===== src/rtl/hart_pkg.sv =====
// Shared hart-wide constants and the fetch queue entry layout.
package hart_pkg;
    localparam int              XLEN               = 32;
    localparam logic [XLEN-1:0] INST_BYTES         = 32'd4;
    localparam logic [XLEN-1:0] DEFAULT_RESET_ADDR = 32'h0000_0000;

    typedef struct packed {
        logic            trap;
        logic [XLEN-1:0] pc;
        logic [XLEN-1:0] inst;
    } fq_entry_t;
endpackage


===== src/rtl/sync_fifo.sv =====
// Register-based FIFO with combinational head read and a flush that may
// coincide with a push (the pushed word becomes the only entry).
module sync_fifo #(
    parameter int WIDTH = 65,
    parameter int DEPTH = 4
) (
    input  logic                       i_clk,
    input  logic                       i_rst,
    input  logic                       i_flush,
    input  logic                       i_push,
    input  logic [WIDTH-1:0]           i_din,
    input  logic                       i_pop,
    output logic [WIDTH-1:0]           o_dout,
    output logic [$clog2(DEPTH):0]     o_count
);
    localparam int AW = $clog2(DEPTH);
    localparam int CW = AW + 1;

    logic [DEPTH-1:0][WIDTH-1:0] mem;
    logic [AW-1:0]               rd_ptr, wr_ptr;
    logic [CW-1:0]               count;
    logic                        pop_ok;

    assign pop_ok  = i_pop && (count != '0);
    assign o_dout  = mem[rd_ptr];
    assign o_count = count;

    always_ff @(posedge i_clk or posedge i_rst) begin
        if (i_rst) begin
            rd_ptr <= '0;
            wr_ptr <= '0;
            count  <= '0;
        end else if (i_flush) begin
            rd_ptr <= '0;
            wr_ptr <= AW'(i_push);
            count  <= CW'(i_push);
        end else begin
            if (i_push) wr_ptr <= wr_ptr + AW'(1);
            if (pop_ok) rd_ptr <= rd_ptr + AW'(1);
            count <= count + CW'(i_push) - CW'(pop_ok);
        end
    end

    // Storage needs no reset; occupancy is tracked by count.
    always_ff @(posedge i_clk) begin
        if (i_push) mem[i_flush ? AW'(0) : wr_ptr] <= i_din;
    end
endmodule


===== src/rtl/fetch_queue.sv =====
// Instruction fetch queue with credit-limited requests and redirect flush.
// Optional misaligned-redirect trap: define FETCH_QUEUE_MISALIGN_TRAP_EN.
module fetch_queue
    import hart_pkg::*;
#(
    parameter logic [XLEN-1:0] RESET_ADDR = DEFAULT_RESET_ADDR,
    parameter int              DEPTH      = 4
) (
    input  logic            i_clk,
    input  logic            i_rst,
    output logic            o_mem_req,
    output logic [XLEN-1:0] o_mem_addr,
    input  logic            i_mem_ready,
    input  logic            i_mem_valid,
    input  logic [XLEN-1:0] i_mem_rdata,
    output logic            o_inst_valid,
    output logic [XLEN-1:0] o_inst,
    output logic [XLEN-1:0] o_inst_pc,
    output logic            o_inst_trap,
    input  logic            i_inst_ready,
    input  logic            i_redirect,
    input  logic [XLEN-1:0] i_redirect_pc
);
    localparam int CW = $clog2(DEPTH) + 1;

    logic [XLEN-1:0] fetch_pc, resp_pc, redirect_pc;
    logic [CW-1:0]   count, outstanding, drop_cnt;
    logic            trap_stall, misalign, accept, push, pop;
    fq_entry_t       push_entry, head;

`ifdef FETCH_QUEUE_MISALIGN_TRAP_EN
    assign misalign    = i_redirect && (i_redirect_pc[1:0] != 2'b00);
    assign redirect_pc = i_redirect_pc;
    assign o_inst_trap = o_inst_valid && head.trap;
`else
    logic unused_bits;
    assign misalign    = 1'b0;
    assign redirect_pc = {i_redirect_pc[XLEN-1:2], 2'b00};
    assign o_inst_trap = 1'b0;
    assign unused_bits = &{1'b0, head.trap, i_redirect_pc[1:0]};
`endif

    // Credit check counts queued plus in-flight words so the FIFO never overflows.
    assign o_mem_req  = !i_rst && !i_redirect && !trap_stall &&
                        (({1'b0, count} + {1'b0, outstanding}) < (CW+1)'(DEPTH));
    assign o_mem_addr = fetch_pc;
    assign accept     = o_mem_req && i_mem_ready;

    assign o_inst_valid = (count != '0);
    assign o_inst       = head.inst;
    assign o_inst_pc    = head.pc;

    assign pop  = o_inst_valid && i_inst_ready && !i_redirect;
    assign push = misalign || (i_mem_valid && (drop_cnt == '0) && !i_redirect);

    always_comb begin
        push_entry = '{trap: 1'b0, pc: resp_pc, inst: i_mem_rdata};
        if (misalign) push_entry = '{trap: 1'b1, pc: i_redirect_pc, inst: '0};
    end

    sync_fifo #(
        .WIDTH ($bits(fq_entry_t)),
        .DEPTH (DEPTH)
    ) u_fifo (
        .i_clk   (i_clk),
        .i_rst   (i_rst),
        .i_flush (i_redirect),
        .i_push  (push),
        .i_din   (push_entry),
        .i_pop   (pop),
        .o_dout  (head),
        .o_count (count)
    );

    always_ff @(posedge i_clk or posedge i_rst) begin
        if (i_rst) begin
            fetch_pc    <= RESET_ADDR;
            resp_pc     <= RESET_ADDR;
            outstanding <= '0;
            drop_cnt    <= '0;
            trap_stall  <= 1'b0;
        end else begin
            outstanding <= outstanding + CW'(accept) - CW'(i_mem_valid);
            if (i_redirect) begin
                fetch_pc   <= redirect_pc;
                resp_pc    <= redirect_pc;
                // Everything still in flight after this cycle is stale.
                drop_cnt   <= outstanding - CW'(i_mem_valid);
                trap_stall <= misalign;
            end else begin
                if (accept) fetch_pc <= fetch_pc + INST_BYTES;
                if (i_mem_valid) begin
                    if (drop_cnt != '0) drop_cnt <= drop_cnt - CW'(1);
                    else                resp_pc  <= resp_pc + INST_BYTES;
                end
            end
        end
    end
endmodule

===== config.mk =====
export PLATFORM = sky130hd
export DESIGN_NAME = fetch_queue
export DESIGN_NICKNAME = d
export VERILOG_FILES = /design/src/rtl/hart_pkg.sv /design/src/rtl/sync_fifo.sv /design/src/rtl/fetch_queue.sv
export SDC_FILE = /design/constraint.sdc
export NUM_CORES = 1
export LEC_CHECK = 0
export CORE_MARGIN = 2
export CORE_UTILIZATION = 55
export DETAILED_ROUTE_END_ITERATION = 12
export PLACE_DENSITY = 0.88
export SETUP_SLACK_MARGIN = 0.3
export SLEW_MARGIN = 25
export SYNTH_ARGS = -nofsm -noshare
export SYNTH_HDL_FRONTEND = slang
export SYNTH_SLANG_ARGS = --single-unit

===== constraint.sdc =====
create_clock -name i_clk -period 14.15 [get_ports i_clk]
set_input_delay 2.83 -clock i_clk [delete_from_list [all_inputs] [get_ports i_clk]]
set_output_delay 2.83 -clock i_clk [all_outputs]
set_load 0.1 [all_outputs]

==> results of run 1 <==
## power by group
group	switching, mW	leakage (nW)	internal [mW]
logic	0.756	1.78	0.300
registers	0.0821	3.13	1.08
clock network	0.336	0.491	0.455
total	1.17	5.40	1.83
## sequential cells by signal (all words and copies together) (netlist names)
register	flops
u_fifo.rd_ptr	2
resp_pc	30
u_fifo.mem	248
drop_cnt	3
u_fifo.wr_ptr	2
outstanding	3
u_fifo.o_count	3
o_mem_addr	30
## cells by family after synthesis
kind of cell / after synthesis
flops: 321
simple gates: 185
compound gates: 85
mux: 68
buf+inv: 58
xor+xnor: 41
fa+ha+maj: 14
other cells: 1
## through the flow
step | hold slack, ns | worst slack, ns | cells | power, mW | util
2_1_floorplan | 0.494 | 4.34 | 777 | 2.00 | -
3_3_place_gp | 0.518 | 6.48 | 1227 | 2.22 | 0.641
3_5_place_dp | 0.527 | 6.46 | 1227 | 2.24 | 0.641
4_1_cts | 0.547 | 6.44 | 1285 | 3.03 | 0.683
5_1_grt | 0.564 | 6.32 | 1285 | 3.12 | 0.684
6_report | 0.549 | 6.43 | 1285 | 3.01 | 0.684
## area by class of cell
cell class,count,share of cell area
repair buffers,172,0.106
multi-input cells,398,0.223
clock buffers,43,0.0552
inverters,17,0.00399
well taps,319,0.0250
flip-flops and latches,321,0.580
clock inverters,15,0.00680
## final timing paths
kind	startpoint	end	slack [ns]
min in group asynchronous	i_rst	o_mem_addr[17]$_DFFE_PP0P_	2.83
min reg2reg	o_mem_addr[21]$_DFFE_PP0P_	o_mem_addr[21]$_DFFE_PP0P_	0.55
min	o_mem_addr[21]$_DFFE_PP0P_	o_mem_addr[21]$_DFFE_PP0P_	0.55
max reg2reg	drop_cnt[0]$_DFFE_PP0P_	u_fifo.mem[244]$_DFFE_PP_	11.07
max	i_redirect	o_mem_req	6.43
max in group asynchronous	i_rst	u_fifo.rd_ptr[0]$_DFFE_PP0P_	10.81
## metal layers
| metal | vias up | track usage |
|---|---|---|
| li1 | 3368 | - |
| met1 | 3774 | 0.305 |
| met2 | 349 | 0.375 |
| met3 | 48 | 0.0391 |
| met4 | 0 | 0.0545 |
| met5 | - | 0 |
## cells in the final DEF, fill, tap and decap left out, types with 10 or more instances in the layout
cell type        instances
buf_4                   10
nand3_1                 36
nor2_1                  30
o211ai_1                16
clkbuf_16               33
clkdlybuf4s50_1        160
mux4_2                  62
dfrtp_1                 71
o21ai_0                 43
ha_1                    12
edfxtp_1               248
inv_1                   15
nand4_1                 20
nand2_1                 54
xor2_1                  32
==> summary.txt, run 1 <==
GRT Overall Usage -> 0.222
WL/cell -> 20.9 µm
Cell Pwr Density -> 188 nW/µm²
Post-detail-place hpwl -> 16200 µm
Number of clock sinks -> 321
Die height -> 158 µm
Post-synth top cells -> 248 x edfxtp_1, 73 x dfrtp_1, 62 x mux4_2, 54 x nand2_1, 43 x o21ai_0
CTS tree -> done
Worst-path fanout max -> 72
CP Capture Type -> output pin
Leakage -> 5.40 nW
Synth Area in Compound Gates -> 0.0401
Global-route wire length before repair -> 42300 µm
Adder-cell share of the synthesized area -> 0.0146
Post-CTS Resized -> 0
Placed instance area -> 15000 µm²
Status -> finished, final reports clean
Vias in the first global route -> 7644
Main combinational cell family by area after synthesis -> multiplexers
Syn-to-layout area delta -> 22.6%
Fin. Hold Viols -> 0
Largest net degree at the start of global routing -> 74
Register area -> 9280 µm²
Largest cells by area after synthesis -> edfxtp_1 57%, dfrtp_1 14%, mux4_2 11%
Setup TNS -> 0 ns
CTS root buffer -> clkbuf_16
Drt drc -> 0
Met3 WL -> 2030 µm
Synth Area in XOR/XNOR -> 0.0275
Number of synthesis warnings -> 0
Met1 WL -> 10800 µm
Aggregate global routing overflow -> 0
Final worst-path cycle share -> 0.545
DRT iter0 DRCs -> 716
Router iterations before antenna repair -> 5
Layout cells sized above 1 -> 0.146
Worst-path clk slew -> 0.06 ns
Number of buffers created by CTS -> 31
CP max-delay cell -> clkdlybuf4s50_1
Final instance area -> 16000 µm²
Area of the core -> 23400 µm²
Syn_area_per_cell -> 16.9 µm²
Metal2 WL -> 13500 µm
Layout Skew -> 0.00798 ns
Fraction of the mapped netlist area in simple logic gates -> 0.0754
Hold path depth -> 1
Maxcap violations -> 0
Post-Syn Area -> 13100 µm²
Mux cell area share after synthesis -> 0.112
Fin nets -> 1025
Slew Viols, Final -> 0
Peak VDD IR -> 0.122 mV
Ys flop type -> edfxtp_1
RSZ-0062 raised after global routing -> false
Port bufs -> 161
Fill cells -> 1595
Routed via count -> 7539
Slew @ Worst Pin -> 1.05 ns
Sequential area share after synthesis -> 0.711
Crit start category -> input pin
Die Width -> 158 µm
Slew headroom -> 0.298
Worst skew pair latency -> 0.55 ns
GPL Wtd Cong -> 0.829
Die Footprint -> 25000 µm²
Levels on crit path -> 5
H-tree depth -> 1
WP data arrival -> 4.89 ns
Worst hold path class -> reg -> reg
Min cycle time layout -> 7.72 ns
Yosys top cell area share -> 0.571
Final WL -> 26900 µm
Cell taking the most area after synthesis -> edfxtp_1
Most frequent cell after synthesis -> edfxtp_1
Top delay family on crit path -> buffers and inverters
Yosys cell types -> 47
Final ANT Viol Nets -> 0
Setup violators final -> 0
Maximum clock path buffer count -> 3
Starting Density -> 0.558
Vias/cell -> 5.87
Diodes inserted -> 0
EDFF count, synth -> 248
Cts hold-fix bufs -> 0
WS Path Type -> in -> out
Num rows -> 56
Req. time, crit path -> 11.32 ns
Buf+Inv Stages, Crit Path -> 3
Post-CTS Setup Inserts -> 0
Initial antenna violation count -> 0
Reg2Reg Depth -> 7
Area of the multi-input gates -> 3570 µm²
CP cell instances -> buf_2 > buf_4 > nor3_1 > and3_1 > clkdlybuf4s50_1
Mapped Cells -> 773
Top Layer Used -> met4
CP peak stage delay -> 1.13 ns
# IOs -> 169
Max Fclk -> 130 MHz
#FFs+latches synth -> 321
Fraction of registers with async set/reset -> 0.227
Power figures use the tool's default switching activity.
==> run 2, diff against run 1 <==
clock period = 7.87 ns   (was 14.15 ns; I/O delays follow)
==> run 2 against run 1 <==
Compared with the run above:
- worst setup slack worse by 3.9 ns
- combinational power grew 78%
- sequential share of layout area shrank 0.16 points
- largest power group unchanged
- highest routed layer unchanged
- core utilization rose by 0.19 points
- critical path depth is 2 lower
- non-clock buffer count unchanged
- sequential power grew 80%
- hold slack worse by 0.014 ns
==> summary.txt, run 2 (same netlist as run 1, synthesis figures left out) <==
Largest net degree at the start of global routing -> 74 (unchanged)
Levels on crit path -> 3 (was 5)
Top delay family on crit path -> buffers and inverters (unchanged)
Peak VDD IR -> 0.179 mV (was 0.122 mV)
Worst hold path class -> reg -> reg (unchanged)
Worst-path fanout max -> 33 (was 72)
CP max-delay cell -> clkdlybuf4s50_1 (unchanged)
Initial antenna violation count -> 0 (unchanged)
Post-CTS Setup Inserts -> 0 (unchanged)
Number of clock sinks -> 321 (unchanged)
Port bufs -> 161 (unchanged)
Leakage -> 5.41 nW (was 5.40 nW)
Final worst-path cycle share -> 0.674
Starting Density -> 0.558 (unchanged)
Setup slack, reg-to-reg -> 4.36 ns (was 11.07 ns)
CP Capture Type -> output pin (unchanged)
Max Fclk -> 189 MHz
Cts hold-fix bufs -> 0 (unchanged)
Reg2reg start -> outstanding[2]$_DFF_PP0_ (was drop_cnt[0]$_DFFE_PP0P_)
FF-to-FF End -> outstanding[2]$_DFF_PP0_ (was u_fifo.mem[244]$_DFFE_PP_)
Most frequent cells in the layout -> 248 x edfxtp_1, 160 x clkdlybuf4s50_1, 71 x dfrtp_1 (unchanged)
WS Path Type -> reg -> out (was in -> out)
Num rows -> 56 (unchanged)
Die Width -> 158 µm (unchanged)
Fin nets -> 1025 (unchanged)
WP data arrival -> 3.73 ns (was 4.89 ns)
Vias/cell -> 5.83 (was 5.87)
CTS root buffer -> clkbuf_16 (unchanged)
Hold Startpoint -> o_mem_addr[21]$_DFFE_PP0P_ (unchanged)
Area of the core -> 23400 µm² (unchanged)
Crit start category -> register (was input pin)
GRT Overall Usage -> 0.215 (was 0.222)
Worst skew pair latency -> 0.55 ns (about the same)
Vias in the first global route -> 7684 (was 7644)
Setup violators final -> 0 (unchanged)
Slew @ Worst Pin -> 1.06 ns (was 1.05 ns)
Placed cells -> 1227 (unchanged)
CP cell instances -> buf_4 > mux4_2 > clkdlybuf4s50_1 (was buf_2 > buf_4 > nor3_1 > and3_1 > clkdlybuf4s50_1)
H-tree depth -> 1 (unchanged)
Post-CTS Resized -> 0 (unchanged)
Post-detail-place hpwl -> 16700 µm (was 16200 µm)
Number of buffers created by CTS -> 31 (unchanged)
Area of the multi-input gates -> 3590 µm² (was 3570 µm²)
Die height -> 158 µm (unchanged)
Max FFs per register -> 248 (unchanged)
Reg2Reg Depth -> 10 (was 7)
Fill cells -> 1593 (was 1595)
Slew headroom -> 0.290 (was 0.298)
Setup TNS -> 0 ns (unchanged)
WL/cell -> 20.7 µm (was 20.9 µm)
Min cycle time layout -> 5.30 ns
Cell Count, Final, Fillers Out -> 1285 (unchanged)
Hold path depth -> 1 (unchanged)
Final WL -> 26600 µm (was 26900 µm)
GPL Wtd Cong -> 0.883 (was 0.829)
Fin. Hold Viols -> 0 (unchanged)
Slew Viols, Final -> 0 (unchanged)
Worst-path clk slew -> 0.06 ns (about the same)
RSZ-0062 raised after global routing -> false (unchanged)
Maximum clock path buffer count -> 3 (unchanged)
Routed via count -> 7490 (was 7539)
Die Footprint -> 25000 µm² (unchanged)
Buf+Inv Stages, Crit Path -> 2 (was 3)
Post-Place Worst Slack -> 2.74 ns (was 6.46 ns)
Hold Crit Endpoint -> o_mem_addr[21]$_DFFE_PP0P_ (unchanged)
Req. time, crit path -> 6.30 ns (was 11.32 ns)
DRT iter0 DRCs -> 569 (was 716)
CP peak stage delay -> 1.01 ns (was 1.13 ns)
Status -> finished, final reports clean (unchanged)
Layout cells sized above 1 -> 0.145 (was 0.146)
Router iterations before antenna repair -> 5 (unchanged)
Cell Pwr Density -> 337 nW/µm² (was 188 nW/µm²)
CTS tree -> done (unchanged)
Layout Skew -> 0.0163 ns (was 0.00798 ns)
Register area -> 9280 µm² (unchanged)
Maxcap violations -> 0 (unchanged)
Setup ws final -> 2.57 ns (was 6.43 ns)
Commonest non-fill, non-tap cell in the layout -> edfxtp_1 (unchanged)
# IOs -> 169 (unchanged)
Drt drc -> 0 (unchanged)
Biggest register -> u_fifo.mem (unchanged)
Aggregate global routing overflow -> 0 (unchanged)
Global-route wire length before repair -> 41300 µm (was 42300 µm)
Diodes inserted -> 0 (unchanged)
Syn-to-layout area delta -> 22.9% (was 22.6%)
Final ANT Viol Nets -> 0 (unchanged)
## run 2: cell type report
| type | instances | area share |
|---|---|---|
| inverters | 17 | 0.00398 |
| clock inverters | 8 | 0.00406 |
| well taps | 319 | 0.0249 |
| multi-input cells | 398 | 0.224 |
| clock buffers | 50 | 0.0585 |
| repair buffers | 172 | 0.107 |
| flip-flops and latches | 321 | 0.578 |
## run 2: metrics by stage
stage	power, mW	utilization	hold slack, ns	instance area, µm²
5_1_grt	5.60	0.685	0.569	16000
4_1_cts	5.46	0.685	0.534	16000
3_5_place_dp	4.03	0.643	0.516	15000
3_3_place_gp	4.00	0.641	0.518	15000
6_report	5.41	0.685	0.535	16000
2_1_floorplan	3.59	-	0.494	13100
## run 2: routing by layer
metal / wire length [µm] / part of all wire / vias to the layer above / global-route usage
li1: - / - / 3350 / -
met1: 11100 / 0.42 / 3814 / 0.298
met2: 13100 / 0.49 / 292 / 0.360
met3: 2010 / 0.076 / 34 / 0.0419
met4: 414 / 0.016 / 0 / 0.0485
met5: 0 / 0 / - / 0
## run 2: worst max path at each step
stage | to | startpoint | slack, ns
global placement | o_mem_req | i_rst | 2.76
floorplan | u_fifo.mem[100]$_DFFE_PP_ | i_redirect | 1.95
CTS | o_inst[27] | u_fifo.rd_ptr[0]$_DFFE_PP0P_ | 2.46
detailed placement | o_mem_req | i_rst | 2.74
finish | o_inst_pc[28] | u_fifo.rd_ptr[0]$_DFFE_PP0P_ | 2.57
global route | o_inst_pc[29] | u_fifo.rd_ptr[0]$_DFFE_PP0P_ | 2.32
## run 2: worst reg2reg max path, delay by kind of cell, from the launching register on
family,cells,cell delay (ns)
adders and majority gates,4,1.26
and+or+nand+nor,2,0.99
DFF,1,0.43
xor gates and xnor gates,2,0.31
buffers and inverters,2,0.45
## run 2: where the power goes
group / switching [mW] / internal [mW]
Combinational: 1.35 / 0.538
Sequential: 0.148 / 1.94
Clock: 0.584 / 0.843
Total: 2.09 / 3.32
==> RTL change 1, RTL diff (settings of run 2) <==
`XLEN`: 32 -> 16.
--- a/src/rtl/hart_pkg.sv
+++ b/src/rtl/hart_pkg.sv
@@ -2,3 +2,3 @@
 package hart_pkg;
-    localparam int              XLEN               = 32;
+    localparam int              XLEN               = 16;
     localparam logic [XLEN-1:0] INST_BYTES         = 32'd4;
Interface: changed (5 resized); port bits go from 169 to 89. No check against the original RTL was run, so the function may have changed too.
==> RTL change 1 against run 2 <==
Maximum frequency decreased by 10%. Final area shrank 48%. Sequential cell count down 160. Largest cell class unchanged. Non-clock buffer count down 85. Worst setup slack got worse by 0.59 ns. Critical path type is now in2out. Power down 47%. Cell count is 48% lower. Routed wire length down 50%. Area after synthesis decreased by 48%.
==> RTL change 1: results (changes against run 2) <==
[grt]
antenna_found_initial=0  ; unchanged
grt_max_degree=42  ; -43%
grt_pass1_vias=4112  ; -46%
grt_pass1_wl_mm=21.3  ; -49%
grt_usage_pct=21.7  ; +0.13 points

[final_layout]
antenna_cells=0  ; unchanged
nets=558  ; -46%
largest_register_ffs=120  ; -52%
drive_above_1_share_pct=14.1  ; -0.43 points
num-fill-cells=814  ; -49%
regMostFlops=u_fifo.mem

[route]
drt-pass1-iter-count=5  ; unchanged
drtIter0Drc=356  ; -37%
routed_wl_mm=13.3  ; -50%
vias=4001  ; -47%

[cts]
path_clk_slew_ns=0.05
cts.htree.levels=4  ; +3
cts_resized=0  ; unchanged
post_cts_buffers=0  ; unchanged
clockBufferDepth=2  ; -1
clock_latency_ns=0.42  ; -0.13 ns
numCtsBuffers=17  ; -45%
cts_root_buf=clkbuf_16

[min_path]
hp-class=reg2reg

[critical_path]
cpPeakStageDelay_ns=1.13  ; +0.12 ns
crit_path_top_delay_cell=clkdlybuf4s50_1
cp_max_fo=37  ; +12%
worst_ep_arrival_time_ns=4.32  ; +0.59 ns

[yosys]
async_flop_share_pct=25.5  ; +2.7 points
ys.flop_type=edfxtp_1
yosys-top-cells-count=edfxtp_1 (120), dfrtp_1 (41), mux4_2 (30)
synth_edf_count=120  ; -52%
ys_top_cells_by_area=edfxtp_1 (53%), dfrtp_1 (15%), mux4_2 (10%)
ys_types=50  ; +6.4%
ys_seq_area_share_pct=68.7  ; -2.4 points
synth_warnings=0  ; unchanged

[sta]
fin_skew_ns=0.00878  ; -0.00755 ns
maxSlewHeadroom_pct=31.4  ; +2.3 points

[placed_design]
hpwl_mm=8.04  ; -52%
dp_slack_ns=1.98  ; -0.764 ns
place_congestion=0.889  ; +0.66%
io_buffers=81  ; -50%

[pwr]
p_int_mw=1.77  ; -47%
ir_worst_vdd_mv=0.196  ; +9.5%
p_leak_nw=2.92  ; -46%

[run_status]
outcome=complete, no violations

[RTL change 1: cells by family (layout without fill, tap and decap cells)]
| kind of cell | Yosys count | count (layout) | share of synthesized area (%) |
|---|---|---|---|
| xor+xnor | 18 | 18 | 2.34 |
| mux | 32 | 32 | 10.3 |
| simple gates | 97 | 97 | 7.81 |
| buf+inv | 42 | 140 | 2.78 |
| flops | 161 | 161 | 68.7 |
| fa+ha+maj | 14 | 14 | 2.82 |
| compound gates | 52 | 52 | 5.20 |
| other cells | 1 | 5 | 0.0556 |
[RTL change 1: final cells by class]
class                   count  area [µm²]  share of cell area [%]
clock buffers              26         479                    5.79
clock inverters             6        82.6                   0.998
inverters                  21        78.8                   0.953
multi-input cells         218        1960                    23.7
flip-flops and latches    161        4630                    56.0
well taps                 147         184                    2.22
repair buffers             87         856                    10.3
[RTL change 1: final timing paths]
| path | from | end | slack [ns] | cells after the start |
|---|---|---|---|---|
| setup / recovery | i_redirect | o_mem_req | 1.97 | 6 |
| hold / removal | outstanding[2] | outstanding[2] | 0.53 | 1 |
| setup reg to reg | u_fifo.o_count[2] | outstanding[2] | 4.95 | 11 |
| hold reg to reg | outstanding[2] | outstanding[2] | 0.53 | 1 |
| max in group asynchronous | i_rst | u_fifo.rd_ptr[0] | 5.75 | 3 |
| min in group asynchronous | i_rst | outstanding[2] | 1.71 | 3 |
[RTL change 1: power by group through the flow]
| stage | Combinational, mW | Sequential [mW] | Clock (mW) |
|---|---|---|---|
| after floorplan | 0.737 | 1.12 | 0 |
| after global placement | 0.958 | 1.09 | 0 |
| final | 0.976 | 1.08 | 0.784 |
| after global routing | 1.02 | 1.10 | 0.833 |
| after CTS | 0.983 | 1.08 | 0.795 |
| after detailed placement | 0.977 | 1.10 | 0 |
[RTL change 1: worst max-delay path: cells and delay by family]
family                 cells  cell delay, ns
and+or+nand+nor            1            0.24
buffers and inverters      5            2.49
[RTL change 1: stage by stage]
step | area [µm²] | instances
after floorplan | 6760 | 421
after global placement | 7710 | 634
after detailed placement | 7710 | 634
after CTS | 8270 | 666
after global routing | 8270 | 666
final | 8270 | 666
[RTL change 1: per-layer routing]
metal,track usage [%],wire length [µm],vias up
met5,0,0,-
met1,28.1,5590,2027
met2,35.3,6550,161
li1,-,-,1786
met3,5.72,899,27
met4,8.59,257,0
==> RTL change 2, RTL diff (config.mk and constraints of run 2) <==
Made on the original files. Make the reset (`i_rst`) synchronous in 2 clocked blocks.
--- a/src/rtl/sync_fifo.sv
+++ b/src/rtl/sync_fifo.sv
@@ -27,3 +27,3 @@
 
-    always_ff @(posedge i_clk or posedge i_rst) begin
+    always_ff @(posedge i_clk) begin
         if (i_rst) begin
--- a/src/rtl/fetch_queue.sv
+++ b/src/rtl/fetch_queue.sv
@@ -74,3 +74,3 @@
 
-    always_ff @(posedge i_clk or posedge i_rst) begin
+    always_ff @(posedge i_clk) begin
         if (i_rst) begin
Formal check against the unedited RTL: differs if i_rst is asserted again (counterexample within 4 cycles, from zero or initial values and one cycle with i_rst high); with i_rst held inactive, the same outputs for 4 cycles.
==> RTL change 2 against run 2 <==
Sequential cell count stayed put. Area after synthesis shrank 0.55%. Hold slack better by 0.00074 ns. Routed wire length rose by 2.4%. Worst setup slack got worse by 0.51 ns. Final area shrank 0.39%. Die area is 0.54% lower.
Power is not compared: it rests on default switching activity, and its combinational part moved more than twofold at a synthesized area within 25%.
==> RTL change 2: results (changes against run 2) <==
[yosys]
ys_top_cells_by_area=edfxtp_1 (57%), dfxtp_1 (11%), mux4_2 (11%)
ys_types=61  ; +30%
ys.flop_type=edfxtp_1
synth_edf_count=248  ; unchanged
synth_warnings=0  ; unchanged
async_flop_share_pct=0  ; -23 points
yosys-top-cells-count=edfxtp_1 (248), dfxtp_1 (73), mux4_2 (62)
ys_seq_area_share_pct=68.6  ; -2.4 points

[placed_design]
hpwl_mm=16.8  ; +0.33%
place_congestion=0.856  ; -3.0%
dp_slack_ns=2.10  ; -0.644 ns
io_buffers=161  ; unchanged

[cts]
post_cts_buffers=0  ; unchanged
numCtsBuffers=31  ; unchanged
cts_resized=0  ; unchanged
cts_root_buf=clkbuf_16
path_clk_slew_ns=0.06  ; about the same
cts.htree.levels=1  ; unchanged
clockBufferDepth=3  ; unchanged
clock_latency_ns=0.55  ; about the same

[route]
drtIter0Drc=562  ; -1.2%
antenna_left=0  ; unchanged
vias_per_cell=5.87  ; +0.70%
drt-pass1-iter-count=5  ; unchanged
wire_per_inst_um=20.7  ; about the same

[final_layout]
antenna_cells=0  ; unchanged
largest_register_ffs=248  ; unchanged
regMostFlops=u_fifo.mem
nets=1057  ; +3.1%
drive_above_1_share_pct=14.0  ; -0.46 points

[sta]
finalCriticalPeriod_ns=5.81  ; +0.512 ns
fin_skew_ns=0.0102  ; -0.00615 ns
maxSlewHeadroom_pct=28.5  ; -0.58 points

[critical_path]
worstReg2RegEnd=outstanding[2]
rr_worst_depth=11  ; +1
cp_max_fo=45  ; +36%
worst_ep_arrival_time_ns=4.24  ; +0.51 ns
critPathLaunch=i_rst
r2r_slack_ns=4.70  ; +0.34 ns
crit_end=o_mem_req
reg2reg_from=outstanding[2]

[run_status]
outcome=complete, no violations

[pwr]
p_leak_nw=5.17
ir_worst_vdd_mv=0.177
p_int_mw=2.93

[grt]
grt_usage_pct=22.0  ; +0.46 points
grt_pass1_vias=7597  ; -1.1%
antenna_found_initial=0  ; unchanged
grt_pass1_wl_mm=42.2  ; +2.1%
grt_max_degree=74  ; unchanged

-- RTL change 2: power groups by stage --
stage | registers [mW] | logic, mW | clock network (mW)
final | 1.94 | 0.548 | 1.47
after global routing | 1.95 | 0.575 | 1.56
after CTS | 1.94 | 0.549 | 1.50
after detailed placement | 1.98 | 0.545 | 0
after global placement | 1.97 | 0.538 | 0
after floorplan | 2.03 | 0.331 | 0
-- RTL change 2: routing by layer --
| layer | global-route usage [%] | routed length (µm) |
|---|---|---|
| met1 | 30.9 | 11700 |
| met2 | 36.2 | 12900 |
| met3 | 3.72 | 2050 |
| met4 | 5.50 | 522 |
| met5 | 0 | 0 |
-- RTL change 2: worst max-delay path, cell delays in order --
cell and delay (ns):
clkdlybuf4s50_1 0.39, buf_4 0.28, or2_2 0.46, nor3_1 0.33, clkdlybuf4s50_1 1.20
-- RTL change 2: logic make-up after synthesis --
group	Yosys count	share of synthesized area, %
AOI/OAI and AO/OA	101	5.32
xor gates and xnor gates	49	3.31
adders and majority gates	14	1.47
buffers and inverters	63	2.10
DFF	321	68.6
muxes	65	11.0
other	1	0.0289
and+or+nand+nor	195	8.13
-- RTL change 2: cell type report --
cell class	count	area, µm²
sequential	321	8910
fill	1527	7350
multi-input combinational	429	3870
timing repair buffer	172	1710
clock buffer	43	841
tap	319	399
clock inverter	15	176
inverter	18	67.6
-- RTL change 2: how the worst min path moves through the flow --
stage                           start         endpoint  slack (ns)  cells after the start
after global placement    resp_pc[31]  u_fifo.mem[258]        0.50                      0
after CTS                 resp_pc[31]  u_fifo.mem[128]        0.54                      0
after detailed placement  resp_pc[31]  u_fifo.mem[193]        0.53                      0
after floorplan           resp_pc[31]  u_fifo.mem[128]        0.48                      0
final                     resp_pc[31]  u_fifo.mem[128]        0.54                      0
after global routing      resp_pc[31]  u_fifo.mem[128]        0.55                      0
-- RTL change 2: stage by stage --
stage | hold WS (ns) | utilization (%) | area (µm²) | instances | total power [mW]
after global placement | 0.500 | 64.0 | 14900 | 1258 | 2.51
after CTS | 0.537 | 68.5 | 16000 | 1317 | 3.99
final | 0.536 | 68.5 | 16000 | 1317 | 3.96
after floorplan | 0.480 | - | 13000 | 813 | 2.37
after detailed placement | 0.527 | 64.1 | 15000 | 1259 | 2.52
after global routing | 0.547 | 68.5 | 16000 | 1317 | 4.09
